`src/rtl/arbitro_memoria_dados.sv`:
```
// arbitro_memoria_dados: two-port round-robin arbiter/sequencer for the data memory.
// Port 0 is the core load/store unit, port 1 the loader/debug master. One transaction
// in flight, byte-lane mask from size/address, misalignment detection, registered outputs.
// Optional watchdog on the memory wait: define ARBITRO_MEMORIA_DADOS_TIMEOUT_EN.
module arbitro_memoria_dados #(
  parameter int unsigned ADDR_W      = 32,
  parameter int unsigned DATA_W      = 32,
  parameter int unsigned TIMEOUT_CYC = 16
) (
  input  logic              clk,
  input  logic              rst,
  input  logic              req0,
  input  logic              we0,
  input  logic [1:0]        tam0,
  input  logic [ADDR_W-1:0] addr0,
  input  logic [DATA_W-1:0] wdata0,
  output logic              ack0,
  output logic              err0,
  output logic [DATA_W-1:0] rdata0,
  input  logic              req1,
  input  logic              we1,
  input  logic [1:0]        tam1,
  input  logic [ADDR_W-1:0] addr1,
  input  logic [DATA_W-1:0] wdata1,
  output logic              ack1,
  output logic              err1,
  output logic [DATA_W-1:0] rdata1,
  output logic              mem_req,
  output logic              mem_we,
  output logic [ADDR_W-1:0] mem_addr,
  output logic [DATA_W-1:0] mem_wdata,
  output logic [3:0]        mem_mask,
  input  logic              mem_ack,
  input  logic [DATA_W-1:0] mem_rdata,
  output logic              ocupado
);

  localparam logic [1:0] IDLE  = 2'd0;
  localparam logic [1:0] ISSUE = 2'd1;
  localparam logic [1:0] RESP  = 2'd2;

  logic [1:0]        state_q, state_d;
  logic              last_q, last_d;
  logic              sel_q, sel_d;
  logic              mem_req_q, mem_req_d;
  logic              mem_we_q, mem_we_d;
  logic [ADDR_W-1:0] mem_addr_q, mem_addr_d;
  logic [DATA_W-1:0] mem_wdata_q, mem_wdata_d;
  logic [3:0]        mem_mask_q, mem_mask_d;
  logic              ack0_q, ack0_d, ack1_q, ack1_d;
  logic              err0_q, err0_d, err1_q, err1_d;
  logic [DATA_W-1:0] rdata0_q, rdata0_d, rdata1_q, rdata1_d;
  logic              ocupado_q, ocupado_d;

`ifdef ARBITRO_MEMORIA_DADOS_TIMEOUT_EN
  localparam int unsigned CNT_W = $clog2(TIMEOUT_CYC + 1);
  logic [CNT_W-1:0] cnt_q, cnt_d;
`endif

  // Selected-port fields and response staging (combinational helpers)
  logic              pick;
  logic              f_we;
  logic [1:0]        f_tam;
  logic [ADDR_W-1:0] f_addr;
  logic [DATA_W-1:0] f_wdata;
  logic              resp_go;
  logic              resp_err;
  logic [DATA_W-1:0] resp_data;

  function automatic logic is_illegal(input logic [1:0] tam, input logic [1:0] lsb);
    case (tam)
      2'b00:   is_illegal = 1'b0;
      2'b01:   is_illegal = lsb[0];
      2'b10:   is_illegal = (lsb != 2'b00);
      default: is_illegal = 1'b1;
    endcase
  endfunction

  function automatic logic [3:0] lane_mask(input logic [1:0] tam, input logic [1:0] lsb);
    case (tam)
      2'b00:   lane_mask = 4'b0001 << lsb;
      2'b01:   lane_mask = lsb[1] ? 4'b1100 : 4'b0011;
      default: lane_mask = 4'b1111;
    endcase
  endfunction

  // Next-state: arbitration in IDLE, memory wait in ISSUE, one-cycle response in RESP
  always_comb begin
    state_d     = state_q;
    last_d      = last_q;
    sel_d       = sel_q;
    mem_req_d   = mem_req_q;
    mem_we_d    = mem_we_q;
    mem_addr_d  = mem_addr_q;
    mem_wdata_d = mem_wdata_q;
    mem_mask_d  = mem_mask_q;
    ack0_d      = 1'b0;
    ack1_d      = 1'b0;
    err0_d      = 1'b0;
    err1_d      = 1'b0;
    rdata0_d    = '0;
    rdata1_d    = '0;
    pick        = 1'b0;
    f_we        = 1'b0;
    f_tam       = 2'b00;
    f_addr      = '0;
    f_wdata     = '0;
    resp_go     = 1'b0;
    resp_err    = 1'b0;
    resp_data   = '0;
`ifdef ARBITRO_MEMORIA_DADOS_TIMEOUT_EN
    cnt_d       = cnt_q;
`endif

    case (state_q)
      IDLE: begin
        if (req0 || req1) begin
          // Under contention the port that was not served last wins
          pick    = (req0 && req1) ? ~last_q : req1;
          f_we    = pick ? we1    : we0;
          f_tam   = pick ? tam1   : tam0;
          f_addr  = pick ? addr1  : addr0;
          f_wdata = pick ? wdata1 : wdata0;
          sel_d   = pick;
          if (is_illegal(f_tam, f_addr[1:0])) begin
            // Rejected without touching memory; still counts as served
            resp_go  = 1'b1;
            resp_err = 1'b1;
            state_d  = RESP;
          end else begin
            state_d     = ISSUE;
            mem_req_d   = 1'b1;
            mem_we_d    = f_we;
            mem_addr_d  = {f_addr[ADDR_W-1:2], 2'b00};
            mem_wdata_d = f_wdata;
            mem_mask_d  = lane_mask(f_tam, f_addr[1:0]);
`ifdef ARBITRO_MEMORIA_DADOS_TIMEOUT_EN
            cnt_d       = '0;
`endif
          end
        end
      end
      ISSUE: begin
        if (mem_ack) begin
          resp_go   = 1'b1;
          resp_data = mem_we_q ? '0 : mem_rdata;
          state_d   = RESP;
`ifdef ARBITRO_MEMORIA_DADOS_TIMEOUT_EN
        end else if (cnt_q == CNT_W'(TIMEOUT_CYC - 1)) begin
          resp_go  = 1'b1;
          resp_err = 1'b1;
          state_d  = RESP;
        end else begin
          cnt_d = cnt_q + 1'b1;
`endif
        end
        if (state_d == RESP) begin
          mem_req_d   = 1'b0;
          mem_we_d    = 1'b0;
          mem_addr_d  = '0;
          mem_wdata_d = '0;
          mem_mask_d  = '0;
        end
      end
      RESP: begin
        state_d = IDLE;
        last_d  = sel_q;
      end
      default: state_d = IDLE;
    endcase

    if (resp_go) begin
      if (sel_d) begin
        ack1_d   = 1'b1;
        err1_d   = resp_err;
        rdata1_d = resp_data;
      end else begin
        ack0_d   = 1'b1;
        err0_d   = resp_err;
        rdata0_d = resp_data;
      end
    end

    ocupado_d = (state_d != IDLE);
  end

  // State and output registers; reset abandons any transaction in flight
  always_ff @(posedge clk or posedge rst) begin
    if (rst) begin
      state_q     <= IDLE;
      last_q      <= 1'b1;
      sel_q       <= 1'b0;
      mem_req_q   <= 1'b0;
      mem_we_q    <= 1'b0;
      mem_addr_q  <= '0;
      mem_wdata_q <= '0;
      mem_mask_q  <= '0;
      ack0_q      <= 1'b0;
      ack1_q      <= 1'b0;
      err0_q      <= 1'b0;
      err1_q      <= 1'b0;
      rdata0_q    <= '0;
      rdata1_q    <= '0;
      ocupado_q   <= 1'b0;
    end else begin
      state_q     <= state_d;
      last_q      <= last_d;
      sel_q       <= sel_d;
      mem_req_q   <= mem_req_d;
      mem_we_q    <= mem_we_d;
      mem_addr_q  <= mem_addr_d;
      mem_wdata_q <= mem_wdata_d;
      mem_mask_q  <= mem_mask_d;
      ack0_q      <= ack0_d;
      ack1_q      <= ack1_d;
      err0_q      <= err0_d;
      err1_q      <= err1_d;
      rdata0_q    <= rdata0_d;
      rdata1_q    <= rdata1_d;
      ocupado_q   <= ocupado_d;
    end
  end

`ifdef ARBITRO_MEMORIA_DADOS_TIMEOUT_EN
  // Watchdog counter of ISSUE cycles spent without mem_ack
  always_ff @(posedge clk or posedge rst) begin
    if (rst) begin
      cnt_q <= '0;
    end else begin
      cnt_q <= cnt_d;
    end
  end
`endif

  assign mem_req   = mem_req_q;
  assign mem_we    = mem_we_q;
  assign mem_addr  = mem_addr_q;
  assign mem_wdata = mem_wdata_q;
  assign mem_mask  = mem_mask_q;
  assign ack0      = ack0_q;
  assign ack1      = ack1_q;
  assign err0      = err0_q;
  assign err1      = err1_q;
  assign rdata0    = rdata0_q;
  assign rdata1    = rdata1_q;
  assign ocupado   = ocupado_q;

endmodule

```
`config.mk`:
```
export PLATFORM = sky130hd
export DESIGN_NAME = arbitro_memoria_dados
export DESIGN_NICKNAME = d
export VERILOG_FILES = /design/src/rtl/arbitro_memoria_dados.sv
export SDC_FILE = /design/constraint.sdc
export NUM_CORES = 1
export LEC_CHECK = 0
export CELL_PAD_IN_SITES_DETAIL_PLACEMENT = 1
export CELL_PAD_IN_SITES_GLOBAL_PLACEMENT = 1
export CORE_MARGIN = 2
export CORE_UTILIZATION = 45
export DETAILED_ROUTE_END_ITERATION = 10
export DONT_BUFFER_PORTS = 1
export HOLD_SLACK_MARGIN = 0.02
export PLACE_DENSITY = 0.78
export SYNTH_ARGS = -nofsm -noshare
export SYNTH_HDL_FRONTEND = slang
export SYNTH_SLANG_ARGS = --single-unit
```
`constraint.sdc`:
```
create_clock -name clk -period 7.3 [get_ports clk]
set_clock_uncertainty 0.2 [all_clocks]
set_input_delay 1.095 -clock clk [delete_from_list [all_inputs] [get_ports clk]]
set_output_delay 1.095 -clock clk [all_outputs]
set_load 0.01 [all_outputs]
```
# Word-level counts from Yosys, hierarchy flattened
# Index checks and enable logic that the tools add are counted.
# classes
addsub	0
n_mul	0
div_mod_pow	0
magnitude_cmp	0
eq_ne	8
n_shift	1
mux	55
bitwise	1
n_reduce_logical	8
# op_table
operator	count
$mux 32	14
$pmux 32 s2	2
$mux 1	23
$mux 4	4
$pmux 4 s2	2
$mux 2	5
$eq 2x2->1 const B	3
$ne 2x2->1 const B	3
$pmux 1 s2	3
$reduce_bool 2->1	3
$eq 2x1->1 const B	2
$logic_not 2->1	2
$pmux 2 s2	1
$reduce_and 4->1	1
$shl 1x2->4 const A	1
$pmux 1 s3	1
$logic_and 1x1->1	1
$logic_or 1x1->1	1
$not 1->1	1
# word_totals
ff_bits	143
latch_bits	0
mem_bits_rw	0
romBits	0
inputBits	171
elab_cells	88
n_memories	0

# Depth between registers and ports, before layout
# Gate-level depths: netlist of run 1.
# logic_depth
word_depth	12
depth_mapped	7
mapped_depth_nobuf	5

# Least setup slack after synthesis of run 1
# No wires, ideal clock.
# synth_path
path_type	input-to-reg
startpoint	input port req1
endpoint	register mem_mask_q[3], in the netlist mem_mask[3]
setup_time_ns	0.124
arrival_time_ns	2.113
required_time_ns	6.976
slack_ns	4.863
stages	4
path_buffers	0
cell_sequence	a21boi_2 > mux2_2 > nor4b_2 > a211o_1
# synth_between
elab_chain_len	9
elab_cells_between_ends	21
classes_between	eq/ne (4); shift (1); mux (11); reduce/logical (5)
# synth_rtl
item	line	text
from (decl)	20	input logic req1,
$logic_and 1x1->1	119	pick = (req0 && req1) ? ~last_q : req1;
$mux 1	119	
$mux 2 or $mux 32 (tied branches)	121, 122	
$eq 2x2->1 (tied with other cells)	71	case (tam)
$pmux 1 s3	71	
$mux 1	117	if (req0 || req1) begin
$mux 1	115	case (state_q)
$ne 2x2->1 (no source line)	n/a	
$reduce_and 4->1 (no source line)	n/a	
to (signal assigned)	213	mem_mask_q <= mem_mask_d;
to (decl)	49	logic [3:0] mem_mask_q, mem_mask_d;
# Several ways; a longest one is shown, not always the timed one. The select of a mux whose other input is x is not followed.
# A chain may end at the register's enable or synchronous reset.

# Worst setup path after layout of run 1
# layout_path
startpoint	input port tam1[0]
endpoint	register mem_addr_q[30], in the netlist mem_addr[30]
# layout_between
elab_chain_len	7
elab_cells_between_ends	9
classes_between	eq/ne (3); mux (4); reduce/logical (2)
# layout_rtl
item	line	text
from (decl)	22	input logic [1:0] tam1,
$mux 2 *	121	f_tam = pick ? tam1 : tam0;
$eq 2x2->1 (tied with other cells)	71	
$pmux 1 s3 *	71	
$mux 1 *	117	
$mux 1 *	115	
$ne 2x2->1 (no source line) *	n/a	
$reduce_and 4->1 (no source line) *	n/a	
to (signal assigned)	211	mem_addr_q <= mem_addr_d;
to (decl)	47	logic [ADDR_W-1:0] mem_addr_q, mem_addr_d;
# Every way passes the cells marked *; elsewhere a longest branch is shown, timed or not. The select of a mux whose other input is x is not followed.

==> results of run 1 <==
==> sequential cells by signal (all words and copies together), names as in the netlist, 2 cells and up <==
name       flops
state_q        2
rdata1        32
rdata0        32
mem_addr      30
mem_mask       4
mem_wdata     32
==> power by group through the flow <==
stage	Combinational, uW	Sequential [uW]	Clock [uW]
floorplan	599	1230	0
global placement	650	1300	0
detailed placement	699	1310	0
CTS	699	1300	861
global route	758	1320	891
finish	683	1300	844
==> kinds of logic after synthesis <==
group / synth area share, %
AND/OR/NAND/NOR: 10.03
other: 0.06275
flip-flops: 59.07
AO/OA/AOI/OAI: 9.548
multiplexers: 17.32
buffers and inverters: 3.978
==> cell type report <==
class | instances | share of cell area [%]
clock buffers | 26 | 7.557
clock inverters | 6 | 1.250
inverters | 3 | 0.2462
multi-input cells | 308 | 33.73
flip-flops and latches | 141 | 53.43
well taps | 176 | 3.333
repair buffers | 4 | 0.4545
==> cell usage after synthesis, types with 2 or more instances <==
cell type	count	area share (%)
a21oi_1	5	0.42
buf_2	7	0.59
buf_4	13	1.6
buf_6	6	1.1
clkbuf_1	7	0.44
dfrtp_1	140	59
inv_1	2	0.13
mux2_2	3	0.57
mux2i_1	100	17
nand2_1	71	4.5
nor2_1	70	4.4
nor2b_1	5	0.52
o21a_1	3	0.38
o21ai_0	4	0.34
o221ai_2	2	0.50
o2bb2ai_1	14	2.1
o2bb2ai_2	18	4.5
==> critical path, cell delays in order <==
cell	delay (ns)
o21a_1	0.18
o221ai_2	0.31
nand3_4	0.89
o2bb2ai_1	0.51
==> per-layer routing <==
layer	global-route usage [%]	part of all wire (%)	vias to the layer above	wire length, um
met5	0	0	-	0
met4	8.631	2.0	0	317
met3	9.435	9.7	22	1520
met2	39.19	53	192	8240
met1	23.07	36	1902	5594
li1	-	-	1632	-
==> metrics by stage <==
stage	hold slack, ns	instances	instance area [um2]	worst slack [ns]
final	0.3285	664	6606	4.385
after global routing	0.3541	664	6606	4.215
after CTS	0.3370	664	6606	4.375
after detailed placement	0.3241	632	6025	3.931
after global placement	0.3069	632	6025	4.087
after floorplan	0.3006	485	5979	2.225
==> worst paths after layout <==
path	from	to
worst max-delay path	tam1[0]	mem_addr[30]
worst min-delay path	sel_q	last_q
min in group asynchronous	rst	rdata0[6]
worst min register to register	sel_q	last_q
worst max register to register	last_q	mem_mask[3]
max in group asynchronous	rst	mem_wdata[14]
==> metrics.txt, run 1 <==
peak supply drop=0.0001962 V; port bufs=0; worst slew pin tran=1.247 ns; final wirelength=15.67 mm; cell internal pwr=1816 uW; post-CTS sizing=0; Avg Cell Area, Syn=12.35 um2; max cap viols=0; Reg area=3530 um2; setup repair after global routing missed its margin=false; combinational fraction of design power=24.2%; layout cell share with drive strength beyond 1=13.11%; most frequent cells in the layout=dfrtp_1 (140), mux2i_1 (100), nand2_1 (71), nor2_1 (69), o2bb2ai_2 (18); sw power=1009 uW; post-DR wirelength/cell=23.60 um; clock net sink count=141; htree depth=4; drt drc=0; row count=42; Post-Synthesis Cell Area=5976 um2; die area=14220 um2; EDFF count, synth=0; n_diodes=0; commonest non-fill, non-tap cell in the layout=dfrtp_1; switching share of power=35.73%; ys flop type=dfrtp_1; min-delay worst type=reg2reg; sequential share of power=46.0%; Ys Warns=0; final hold vios=0; Pleak=0.003366 uW; CTS max path bufs=2; hpwl dp=11.15 mm; crit-path max FO=68; first-iteration detailed-routing DRC count=149; outcome=finished clean; 1st-pass router iterations=5; startpoint types=input port; multi-input logic area=2228 um2; worst skew pair latency=0.42 ns; CP Capture Type=flop; number of buffers created by CTS=17; Net count, final=646; Syn Inst Count=484; PnR Total Power=2825 uW; Total GRT Usage=22.11%; vias=3748; Via density=5.645; post-synth cell types=31; Die H=119.2 um; initial antenna violation count=0; vias in the first global route=4132; Starting Density=45.67%; #FFs+latches synth=141; Critical Path RT=7.40 ns; grt total ovfl=0; Pwr per Cell Area=427.7 nW/um2; Rel. slew slack=16.78%; core area=13090 um2; first-pass GRT wire length=23.54 mm; post-cts hold buffer count=0; Setup TNS=0 ns; Core Util, Final=50.49%; kind of critical path=in2reg; worst-case reg-to-reg path depth=5; crit path DAT=3.01 ns; clock root buffer=clkbuf_16; GP Congestion=0.7813; hold path depth=1; final slew viol count=0; Layout Area Growth over Synthesis=10.55%; CTS tree=yes; Clk pwr share=29.9%; Fill cells=1326; clock period minus final worst setup slack=2.915 ns; f_max=343.1 MHz; Final Setup Violations=0; Setup Fix Bufs, Post-CTS=0; Top-Level Pins=310; Post-synth ARST share=100.0%; worst reg2reg setup slack=4.55 ns; pin count of the biggest net entering global routing=74; Worst-path clk slew=0.05 ns; register area share after synthesis=59.07%; fin crit share=39.93%; die width=119.2 um; DRT antenna net count=0
No activity file was read; power rests on OpenSTA's default activity.
==> run 2: changes to the inputs <==
CORE_UTILIZATION = 42   (was 45)
PLACE_DENSITY = 0.76   (was 0.78)
clock period = 2.45 ns   (was 7.3 ns; I/O delays follow)
==> run 2 against run 1 <==
Effect of this change:
- the run now fails in clock tree synthesis
- synthesized cell count is the same
- area after synthesis is the same
==> metrics.txt, run 2 <==
CTS max path bufs=2 (unchanged); Post-Synthesis Cell Area=5976 um2 (unchanged); number of buffers created by CTS=17 (unchanged); Commonest cells post-synth=dfrtp_1 (140), mux2i_1 (100), nand2_1 (71); row count=43 (+2.4%); EDFF count, synth=0 (unchanged); Top-Level Pins=310 (unchanged); post-CTS sizing=0 (unchanged); GP Congestion=0.7369 (-5.7%); post-cts hold buffer count=136 (+136); last stage reached=clock tree synthesis; Ys Warns=0 (unchanged); die width=123.3 um (+3.4%); Setup Fix Bufs, Post-CTS=0 (unchanged); ys flop type=dfrtp_1; cell taking the most area after synthesis=dfrtp_1; clock net sink count=141 (unchanged); ranking of synthesized cells by area=dfrtp_1 (59%), mux2i_1 (17%), o2bb2ai_2 (4.5%); port bufs=0 (unchanged); Die H=123.3 um (+3.4%); Yosys top cell area share=58.63% (unchanged); post-synth cell types=31 (unchanged); Avg Cell Area, Syn=12.35 um2 (unchanged); #FFs+latches synth=141 (unchanged); register area share after synthesis=59.07% (unchanged); outcome=stopped before the end; Starting Density=43.05% (-2.6 points); Syn Inst Count=484 (unchanged); htree depth=4 (unchanged); count leader, synth=dfrtp_1; Err=[ERROR RSZ-0060] Max buffer count reached.; Post-synth ARST share=100.0% (unchanged); hpwl dp=11.16 mm (about the same); clock root buffer=clkbuf_16
## run 2: logic make-up after synthesis
| group | after synthesis | share of synthesized area [%] |
|---|---|---|
| buffers and inverters | 36 | 3.978 |
| flip-flops | 141 | 59.07 |
| AND/OR/NAND/NOR | 150 | 10.03 |
| other | 1 | 0.06275 |
| AO/OA/AOI/OAI | 53 | 9.548 |
| multiplexers | 103 | 17.32 |
## run 2: through the flow
step / utilization [%] / area [um2] / worst slack (ns) / std cells
detailed placement: 44.13 / 6126 / 0.4438 / 644
floorplan: - / 5983 / 0.1202 / 485
global placement: 44.13 / 6126 / 0.5634 / 644
==> run 3: changes to the inputs <==
CELL_PAD_IN_SITES_DETAIL_PLACEMENT = default   (was 1)
CELL_PAD_IN_SITES_GLOBAL_PLACEMENT = default   (was 1)
CORE_UTILIZATION = 30   (was 42)
HOLD_SLACK_MARGIN = default   (was 0.02)
PLACE_DENSITY = default   (was 0.76)
PLACE_DENSITY_LB_ADDON = 0.15   (was default)
clock period = 3.2 ns   (was 2.45 ns; I/O delays follow)
==> run 3 against run 2 <==
Effect of this change:
- the flow now finishes, with violations (negative hold slack)
==> metrics.txt, run 3 (synthesis gave the netlist of run 1 again) <==
kind of critical path=reg2reg; worst reg2reg setup slack=0.92 ns; clock root buffer=clkbuf_16; Net count, final=681; initial antenna violation count=0; Starting Density=30.60% (-12 points); final wirelength=15.62 mm; fin crit share=71.17%; DRT antenna net count=0; first-pass GRT wire length=24.16 mm; r2r startpoint=last_q; Via density=4.784; Rel. slew slack=36.31%; Top-Level Pins=310 (unchanged); most frequent cells in the layout=dfrtp_1 (140), mux2i_1 (100), nand2_1 (71), nor2_1 (69), dlygate4sd3_1 (30); core area=19530 um2; number of buffers created by CTS=17 (unchanged); final hold vios=4; Critical Path RT=3.26 ns; min-delay worst type=in2async; port bufs=0 (unchanged); pin count of the biggest net entering global routing=74; Pwr per Cell Area=920.9 nW/um2; first-iteration detailed-routing DRC count=163; vias=3765; setup repair after global routing missed its margin=false; grt total ovfl=0; hpwl dp=10.86 mm (-2.7%); GP Congestion=0.7492 (+1.7%); peak supply drop=0.0003774 V; commonest non-fill, non-tap cell in the layout=dfrtp_1; max cap viols=0; worst skew pair latency=0.41 ns; htree depth=4 (unchanged); Fill cells=1911; drt drc=0; final slew viol count=0; Setup TNS=0 ns; clock net sink count=141 (unchanged); post-DR wirelength/cell=19.84 um; Worst-path clk slew=0.06 ns; Final Setup Violations=0; outcome=complete, but fails checks; CTS max path bufs=2 (unchanged); Pleak=0.003516 uW; startpoint types=flop; row count=51 (+19%); die width=145.1 um (+18%); 1st-pass router iterations=4; CTS tree=yes; final non-filler cell total=787; worst r2r dst=state_q[0]; Placed Cells=726 (+13%); die area=21060 um2; PnR Total Power=6519 uW; hold slack=-0.001811 ns; crit-path max FO=54; f_max=439.1 MHz; layout cell share with drive strength beyond 1=13.79%; Setup Fix Bufs, Post-CTS=0 (unchanged); failing checks=negative hold slack; clock period minus final worst setup slack=2.277 ns; Total GRT Usage=14.98%; CP Capture Type=flop; n_diodes=0; Die H=145.1 um (+18%); worst slew pin tran=0.9554 ns; vias in the first global route=4001; Layout Area Growth over Synthesis=18.47%; crit path DAT=2.34 ns; worst-case reg-to-reg path depth=5
[run 3: timing repair]
| action | CTS | global route |
|---|---|---|
| resized for setup | 0 | 0 |
| hold buffers | 30 | 0 |
| hold endpoints to repair | 58 | 0 |
[run 3: routing by layer]
| layer | GRT usage (%) | part of all wire [%] | vias up |
|---|---|---|---|
| met5 | 0 | 0 | - |
| met4 | 5.392 | 2.0 | 0 |
| met3 | 7.390 | 11 | 16 |
| met2 | 24.26 | 48 | 205 |
| met1 | 17.18 | 39 | 1844 |
| li1 | - | - | 1700 |
[run 3: worst max path at each step]
stage                       from             to  slack, ns
final                     last_q     state_q[0]       0.92
after global routing      last_q  mem_wdata[24]       0.81
after CTS                 last_q  mem_wdata[24]       0.91
after detailed placement  last_q  mem_wdata[21]       0.92
after global placement    last_q  mem_wdata[18]       1.00
after floorplan              rst           ack0       0.76
[run 3: layout make-up]
| type | instances | area, um2 | share of cell area [%] |
|---|---|---|---|
| Inverter | 3 | 15.01 | 0.2121 |
| Sequential cell | 141 | 3530 | 49.86 |
| Tap cell | 265 | 331.6 | 4.684 |
| Clock buffer | 22 | 484.2 | 6.840 |
| Multi-Input combinational cell | 308 | 2228 | 31.48 |
| Clock inverter | 9 | 110.1 | 1.555 |
| Timing Repair Buffer | 39 | 380.4 | 5.373 |
[run 3: metrics by stage]
step / setup slack (ns) / utilization, % / cell area [um2]
6_report: 0.9227 / 36.26 / 7079
5_1_grt: 0.8103 / 36.26 / 7079
4_1_cts: 0.9096 / 36.26 / 7079
3_5_place_dp: 0.9219 / 31.67 / 6185
3_3_place_gp: 1.002 / 31.67 / 6185
2_1_floorplan: 0.7577 / - / 5983
[run 3: report_power, final]
group	internal (uW)	total [uW]	switching, uW
sequential	2300	2950	648
clock	1230	1980	748
combinational	643	1600	953
total	4170	6520	2350
[run 3: worst max-delay path: stages, from the launching register on]
cell and delay (ns):
dfstp_2 0.57, a21bo_4 0.26, o221ai_2 0.21, nand3_4 0.32, buf_12 0.33, o21ai_0 0.16
